## src/rtl/cpu_pkg.sv

```systemverilog
// -----------------------------------------------------------------------------
// cpu_pkg
// Shared definitions for the 16-bit CPU: default datapath widths, the opcode
// field position, the HALT opcode and the fetch-stage state encoding.
// No ports (package).
// -----------------------------------------------------------------------------
package cpu_pkg;

    localparam int PC_WIDTH_DEFAULT    = 16;
    localparam int INSTR_WIDTH_DEFAULT = 16;

    // Opcode lives in the top nibble of every instruction.
    localparam int OPCODE_MSB = 15;
    localparam int OPCODE_LSB = 12;

    localparam logic [3:0] OPCODE_HALT = 4'hF;

    typedef enum logic [0:0] {
        FETCH_RUN  = 1'b0,
        FETCH_HALT = 1'b1
    } fetch_state_e;

    function automatic logic is_halt_opcode(input logic [3:0] opcode);
        return opcode == OPCODE_HALT;
    endfunction

endpackage

```

## src/rtl/fetch_pc_reg.sv

```systemverilog
// -----------------------------------------------------------------------------
// fetch_pc_reg
// Program counter register for the fetch stage. Priority: reset, then
// redirect (target with bit 0 cleared), then advance by PC_STEP, else hold.
// The increment wraps modulo 2^PC_WIDTH.
//
// Ports:
//   clk      in   clock, rising edge
//   rst      in   synchronous active-high reset, loads RESET_PC
//   redirect in   load the aligned redirect target
//   target   in   redirect target, bit 0 is dropped
//   advance  in   step the PC by PC_STEP
//   pc       out  current program counter
// -----------------------------------------------------------------------------
module fetch_pc_reg
    import cpu_pkg::*;
#(
    parameter int                  PC_WIDTH = PC_WIDTH_DEFAULT,
    parameter logic [PC_WIDTH-1:0] RESET_PC = '0,
    parameter int                  PC_STEP  = 2
) (
    input  logic                clk,
    input  logic                rst,
    input  logic                redirect,
    input  logic [PC_WIDTH-1:0] target,
    input  logic                advance,
    output logic [PC_WIDTH-1:0] pc
);

    // Instructions are halfword aligned; masking keeps every target bit read.
    localparam logic [PC_WIDTH-1:0] ALIGN_MASK = ~PC_WIDTH'(1);
    localparam logic [PC_WIDTH-1:0] STEP       = PC_WIDTH'(PC_STEP);

    always_ff @(posedge clk) begin
        if (rst) begin
            pc <= RESET_PC;
        end else if (redirect) begin
            pc <= target & ALIGN_MASK;
        end else if (advance) begin
            pc <= pc + STEP;
        end
    end

endmodule

```

## src/rtl/instruction_fetch.sv

```systemverilog
// -----------------------------------------------------------------------------
// instruction_fetch
// Fetch stage of the 16-bit CPU. Drives PC to InstructionMemory, captures the
// returned instruction plus its PC into an instruction register (IR), and
// offers the IR to decode over a valid/ready handshake. Redirects flush the
// IR and reload the PC.
//
// Handshake: IrValid/IrData/IrPC form a valid/ready source. A transfer (fire)
// happens on a rising edge where IrValid and IrReady are both high. Once
// IrValid is high, IrData/IrPC stay stable and IrValid stays high until fire,
// a redirect or reset; IrReady may be driven freely by decode.
//
// Optional feature (macro HALTED_FETCH_EN): capturing an opcode 4'hF moves the
// stage to HALT, which freezes the PC and stops captures until a redirect or
// reset. Without the macro, 4'hF is an ordinary instruction and Halted is 0.
//
// Ports:
//   Clock          in   clock, rising edge
//   Reset          in   synchronous active-high reset
//   PC             out  instruction memory address (PC register)
//   Instruction    in   instruction memory read data for PC
//   RedirectValid  in   branch/jump taken this cycle
//   RedirectTarget in   new PC, bit 0 forced to 0
//   IrValid        out  IR holds a valid instruction
//   IrReady        in   decode accepts the IR this cycle
//   IrData         out  registered instruction
//   IrPC           out  address IrData was fetched from
//   Halted         out  fetch stopped on HALT
//   FetchState     out  current fetch FSM state (observation only)
// -----------------------------------------------------------------------------
module instruction_fetch
    import cpu_pkg::*;
#(
    parameter int                  PC_WIDTH    = PC_WIDTH_DEFAULT,
    parameter int                  INSTR_WIDTH = INSTR_WIDTH_DEFAULT,
    parameter logic [PC_WIDTH-1:0] RESET_PC    = '0,
    parameter int                  PC_STEP     = 2
) (
    input  logic                   Clock,
    input  logic                   Reset,
    output logic [PC_WIDTH-1:0]    PC,
    input  logic [INSTR_WIDTH-1:0] Instruction,
    input  logic                   RedirectValid,
    input  logic [PC_WIDTH-1:0]    RedirectTarget,
    output logic                   IrValid,
    input  logic                   IrReady,
    output logic [INSTR_WIDTH-1:0] IrData,
    output logic [PC_WIDTH-1:0]    IrPC,
    output logic                   Halted,
    output fetch_state_e           FetchState
);

    logic         fire;
    logic         load;
    logic         capture;
    logic         advance;
    logic         valid_next;
    fetch_state_e state;
    fetch_state_e state_next;

    assign fire = IrValid & IrReady;
    assign load = !IrValid | fire;

    fetch_pc_reg #(
        .PC_WIDTH (PC_WIDTH),
        .RESET_PC (RESET_PC),
        .PC_STEP  (PC_STEP)
    ) u_pc_reg (
        .clk      (Clock),
        .rst      (Reset),
        .redirect (RedirectValid),
        .target   (RedirectTarget),
        .advance  (advance),
        .pc       (PC)
    );

    // State register. In the default build state_next is always RUN, so
    // HALT is unreachable and the flop reduces to a constant.
    always_ff @(posedge Clock) begin
        if (Reset) begin
            state <= FETCH_RUN;
        end else begin
            state <= state_next;
        end
    end

    always_comb begin
        state_next = state;
        valid_next = IrValid;
        capture    = 1'b0;
        advance    = 1'b0;
        if (RedirectValid) begin
            // Flush: whatever sits at the current PC is dropped, even if
            // decode is taking the IR this very cycle.
            state_next = FETCH_RUN;
            valid_next = 1'b0;
        end else if (state == FETCH_RUN) begin
            if (load) begin
                capture    = 1'b1;
                valid_next = 1'b1;
                advance    = 1'b1;
`ifdef HALTED_FETCH_EN
                // Keep PC pointing at the HALT so a later redirect or reset
                // is the only way forward.
                if (is_halt_opcode(Instruction[OPCODE_MSB:OPCODE_LSB])) begin
                    advance    = 1'b0;
                    state_next = FETCH_HALT;
                end
`endif
            end
        end else begin
            // HALT: hand the HALT instruction over, then sit empty.
            if (fire) begin
                valid_next = 1'b0;
            end
        end
    end

    // Instruction register.
    always_ff @(posedge Clock) begin
        if (Reset) begin
            IrValid <= 1'b0;
            IrData  <= '0;
            IrPC    <= '0;
        end else begin
            IrValid <= valid_next;
            if (capture) begin
                IrData <= Instruction;
                IrPC   <= PC;
            end
        end
    end

`ifdef HALTED_FETCH_EN
    assign Halted = (state == FETCH_HALT);
`else
    assign Halted = 1'b0;
`endif

    assign FetchState = state;

endmodule

```

## config.mk

```make
export PLATFORM = sky130hd
export DESIGN_NAME = instruction_fetch
export DESIGN_NICKNAME = d
export VERILOG_FILES = /design/src/rtl/cpu_pkg.sv /design/src/rtl/fetch_pc_reg.sv /design/src/rtl/instruction_fetch.sv
export SDC_FILE = /design/constraint.sdc
export NUM_CORES = 1
export LEC_CHECK = 0
export CORE_MARGIN = 5
export CORE_UTILIZATION = 48
export CTS_CLUSTER_SIZE = 14
export DETAILED_ROUTE_END_ITERATION = 8
export GPL_TIMING_DRIVEN = 0
export HOLD_SLACK_MARGIN = 0.1
export PLACE_DENSITY = 0.88
export SETUP_SLACK_MARGIN = 0.3
export SLEW_MARGIN = 15
export SYNTH_ARGS = -nofsm -noshare
export SYNTH_HDL_FRONTEND = slang
export SYNTH_HIERARCHICAL = 1
export SYNTH_SLANG_ARGS = --single-unit
```

## constraint.sdc

```tcl
create_clock -name Clock -period 5.7 [get_ports Clock]
set_input_delay 1.14 -clock Clock [delete_from_list [all_inputs] [get_ports Clock]]
set_output_delay 1.14 -clock Clock [all_outputs]
set_load 0.005 [all_outputs]
```

* After elaboration in Yosys (flattened, before gate mapping)
Cells that the tools add are included.
** Storage, ports and cells
- Bits in registers :: 49
- Input bits :: 36
- Output and inout port bits :: 51
- Logic and storage cells :: 16
** Operators by class
- $add $sub $neg :: 1
- Mux-type cells :: 5
- Bitwise logic cells :: 2
- Reduce and logical (&&, ||, !) cells :: 3
** Operators by type and width (count)
- 16-bit 2-to-1 mux :: 2
- 16-bit by 2-bit adder with 16-bit output (second input constant) :: 1
- 1-bit 2-to-1 mux :: 3
- 2-bit nonzero test :: 1
- 2-bit OR reduction :: 1
- 1-bit AND :: 1
- 1-bit zero test :: 1
- 1-bit OR :: 1

* Longest topological paths before layout
- Depth in word-level cells :: 6
- Gate-level depth with buffers :: 8
- Mapped depth without buffers :: 6

* By module
Netlist, hierarchy kept.
** By module, submodules not included
- instruction_fetch :: instances 1, cells each 145, area an instance 1496.4 um^2
- fetch_pc_reg :: instances 1, cells each 107, area an instance 908.4 um^2

* Worst setup path before layout
Ideal clock, no wire load.
- Path kind :: input to register
- Start point :: in IrReady
- End point :: reg u_pc_reg.pc[14]
- Setup time :: 0.115 ns
- Arrival time :: 2.536 ns
- Data required time :: 5.585 ns
- Path slack :: 3.050 ns
- Cell stages on the path :: 8
- Path buffers :: 2
- Path through :: inv_1 a21oi_4 buf_8 buf_2 nand3_2 nor4_2 xor2_1 o21a_1
** Between the ends
- Cells in the longest elaborated chain, start to end :: 5
** RTL lines
- from (decl) :: RTL line instruction_fetch.sv:46 : input logic IrReady,
- 1-bit AND :: RTL line instruction_fetch.sv:61 : assign fire = IrValid & IrReady;
- 1-bit OR :: RTL line instruction_fetch.sv:62 : assign load = !IrValid | fire;
- 1-bit 2-to-1 mux :: RTL line instruction_fetch.sv:98 : if (load) begin
- 1-bit 2-to-1 mux :: RTL line instruction_fetch.sv:92 : if (RedirectValid) begin
- via advance :: RTL line instruction_fetch.sv:56 : logic advance;
- 2-bit nonzero test (no source line)
- to (signal assigned) :: RTL line fetch_pc_reg.sv:38 : pc <= target & ALIGN_MASK;
- to (signal assigned) :: RTL line fetch_pc_reg.sv:40 : pc <= pc + STEP;
- to (decl) :: RTL line fetch_pc_reg.sv:27 : output logic [PC_WIDTH-1:0] pc
The timed path passes the listed nets, and every way through them passes these cells.
A chain may end at the register's enable or synchronous reset.

* Final worst setup path
Ends and elaborated chain as after synthesis.

==> flow_metrics.tcl <==
set metrics [dict create \
    status "complete, no violations" \
    drt_pass1_iterations 4 \
    synth_top_area_share 0.400 \
    grt_pass1_wl_um 9520 \
    die_y_um 80.8 \
    fin_crit_sh 0.528 \
    rows 25 \
    cp-startpoint "IrReady" \
    clock_skew_ns 0.00560 \
    synthArstFlopShare 0 \
    synth_edf_count 0 \
    synth.distinct_cells 29 \
    ant_nets 0 \
    yosysMostFrequentCell "nand2b_1" \
    synthSimpleGateAreaFrac 0.262 \
    reg2reg_from "IrValid" \
    cp-end-kind "register" \
    vias 1990 \
    numCtsBuffers 5 \
    avgSynthCellArea_um2 9.54 \
    synthFlopType "dfxtp_1" \
    port_buffers 82 \
    setup_viol 0 \
    postCtsHoldBufs 0 \
    criticalPathCategory "in -> reg" \
    power_uw 729 \
    period_minus_slack_ns 3.01 \
    crit_buf_inv 4 \
    power_density_mw_per_mm2 214 \
    max_freq_mhz 333 \
    synthTopCellsByCount "nand2b_1 (64), dfxtp_1 (48), mux2i_1 (36)" \
    wl_per_cell_um 14.3 \
    fin_util 0.712 \
    htree_levels 2 \
    crit_path_max_incr_delay_ns 0.46 \
    min_path_type "reg -> reg" \
    cp_data_arrival_time_ns 3.21 \
    clock-root-buffer "clkbuf_8" \
    final_nets 379 \
    finalHoldViolCount 0 \
    cts_resized 0 \
    synth_fa_ha_area_frac 0.00520 \
    gp_congestion 0.816 \
    yosysWarnings 6 \
    grt_max_degree 15 \
    via_per_inst 4.85 \
    reg2reg_slack_ns 3.72 \
    syn_to_final_growth_pct 41.6 \
    drive_above_1_share 0.0758 \
    slowest_stage "clkdlybuf4s50_1" \
    grt_pass1_vias 2022 \
    path_cells "clkdlybuf4s50_1, inv_1, a21oi_4, buf_8, buf_2, nand3_2, nor4_2, xor2_1, o21a_1" \
    clk_pin_slew_worst_paths_ns 0.09 \
    cts_sinks 48 \
    synthXorXnorAreaFrac 0.0510 \
    synth_top_family_by_area "simple AND/OR/NAND/NOR gates" \
    dpl.hpwl_um 4500 \
    post-cts-setup-buffers 0 \
    cp-start-kind "input port" \
    ff2ff_path_depth 7 \
    cp.depth 9 \
    syn_area_mm2 0.00240 \
    final_max_slew_viol_count 0 \
    ys_seq_elements 48 \
    synthTopCellsByArea "dfxtp_1 (40%), nand2b_1 (17%), mux2i_1 (15%), xnor2_1 (2.5%), xor2_1 (2.5%)" \
    die_w_um 80.8 \
    num_antenna_cells 0 \
    rsz0062_at_grt "no" \
    antenna_found_initial 0 \
    worstPathRequired_ns 5.91 \
    ys_seq_area_frac 0.400 \
    maxCapViolations 0 \
    synth_top_cell_by_area "dfxtp_1" \
    synth_compound_area_frac 0.0619 \
    fin_setup_tns_ns 0 \
    initial_core_util 0.502 \
    path_delay_family "buffers and inverters" \
    synthCells 252 \
    clk_latency_ns 0.31 \
    worstSetupEndpoint "u_pc_reg/pc[14]" \
    critPathMaxFanout 10 \
    dieArea_mm2 0.00653 \
    p_leak_uw 0.00134 \
    synthMuxAreaShare 0.150 \
    coreArea_mm2 0.00479 \
    ir_drop_mv 0.122 \
    drt_iter0_drc 109 \
    routed_wl_um 5870 \
    r2r_end "u_pc_reg/pc[14]" \
    cts_tree "yes" \
    ios 87 \
    grt.total_usage 0.189 \
    drc_errors 0 \
    cts_buffer_depth 2 \
    grt_overflow_total 0 \
]
[metrics by stage]
stage,worst slack [ns],area (um^2),std cells,hold slack (ns)
finish,2.69,3410,410,0.478
global placement,2.38,3310,402,0.456
detailed placement,2.38,3310,402,0.463
global route,2.49,3410,410,0.507
floorplan,3.05,2410,253,0.465
CTS,2.71,3410,410,0.480
[cells in the final DEF (no fill, tap or decap), drive strengths merged]
| cell type | n |
|---|---|
| clkdlybuf4s50 | 82 |
| nand2b | 64 |
| dfxtp | 48 |
| mux2i | 36 |
| clkbuf | 15 |
| a21oi | 13 |
| inv | 12 |
| nor2 | 9 |
| buf | 9 |
| o21a | 8 |
| xnor2 | 7 |
| xor2 | 7 |
| nand3 | 5 |
| nor4 | 5 |
| nor3 | 4 |
| nand4 | 4 |
| nand2 | 4 |
| conb | 3 |
| clkinv | 2 |
| nor3b | 2 |
| o22ai | 2 |
| or3b | 1 |
| ha | 1 |
[cell families (layout without fill, tap and decap cells)]
| family | after synthesis | count (layout) |
|---|---|---|
| and+or+nand+nor | 98 | 98 |
| AOI/OAI and AO/OA | 23 | 23 |
| muxes | 36 | 36 |
| adders and majority gates | 1 | 1 |
| DFF | 48 | 48 |
| xor gates and xnor gates | 14 | 14 |
| other | 2 | 3 |
| buffers and inverters | 30 | 120 |
[power breakdown]
group          internal (uW)  total (uW)  switching [uW]
clock                   97.0         212             115
sequential               355         375            19.7
combinational           89.9         142            52.5
[worst register-to-register path, stage by stage (launching register included)]
cell	delay [ns]
dfxtp_1	0.35
a21oi_4	0.33
buf_8	0.20
buf_2	0.23
nand3_2	0.18
nor4_2	0.34
xor2_1	0.10
o21a_1	0.17
[routing by layer]
| layer | routed length, um | vias to the layer above | track usage |
|---|---|---|---|
| met5 | 0 | - | 0 |
| met4 | 131 | 0 | 0.0861 |
| met3 | 367 | 11 | 0.0499 |
| met2 | 2890 | 64 | 0.317 |
| met1 | 2480 | 918 | 0.227 |
| li1 | - | 997 | - |
[cell type report]
cell class                 instances  area [um^2]
multi-input combinational        175         1290
tap                               67         83.8
buffer                            18          116
inverter                          12         45.0
timing repair buffer              82          821
clock inverter                     2         10.0
fill                             376         1380
clock buffer                       6         82.6
sequential                        48          961
[sequential cells by signal, indices dropped and copies added (netlist names)]
register / count
IrData: 16
IrValid: 1
u_pc_reg/pc: 15
IrPC: 16
[worst min path at each step]
stage / to / slack [ns] / cells past startpoint / start
2_1_floorplan: IrData[0] / 0.46 / 2 / IrData[0]
3_3_place_gp: IrPC[0] / 0.46 / 2 / IrPC[0]
3_5_place_dp: IrPC[10] / 0.46 / 2 / IrPC[10]
4_1_cts: IrPC[13] / 0.48 / 2 / IrPC[13]
5_1_grt: IrPC[2] / 0.51 / 2 / IrPC[2]
6_report: IrPC[10] / 0.48 / 2 / IrPC[10]
Note: power is estimated with default switching activity, not from simulation.
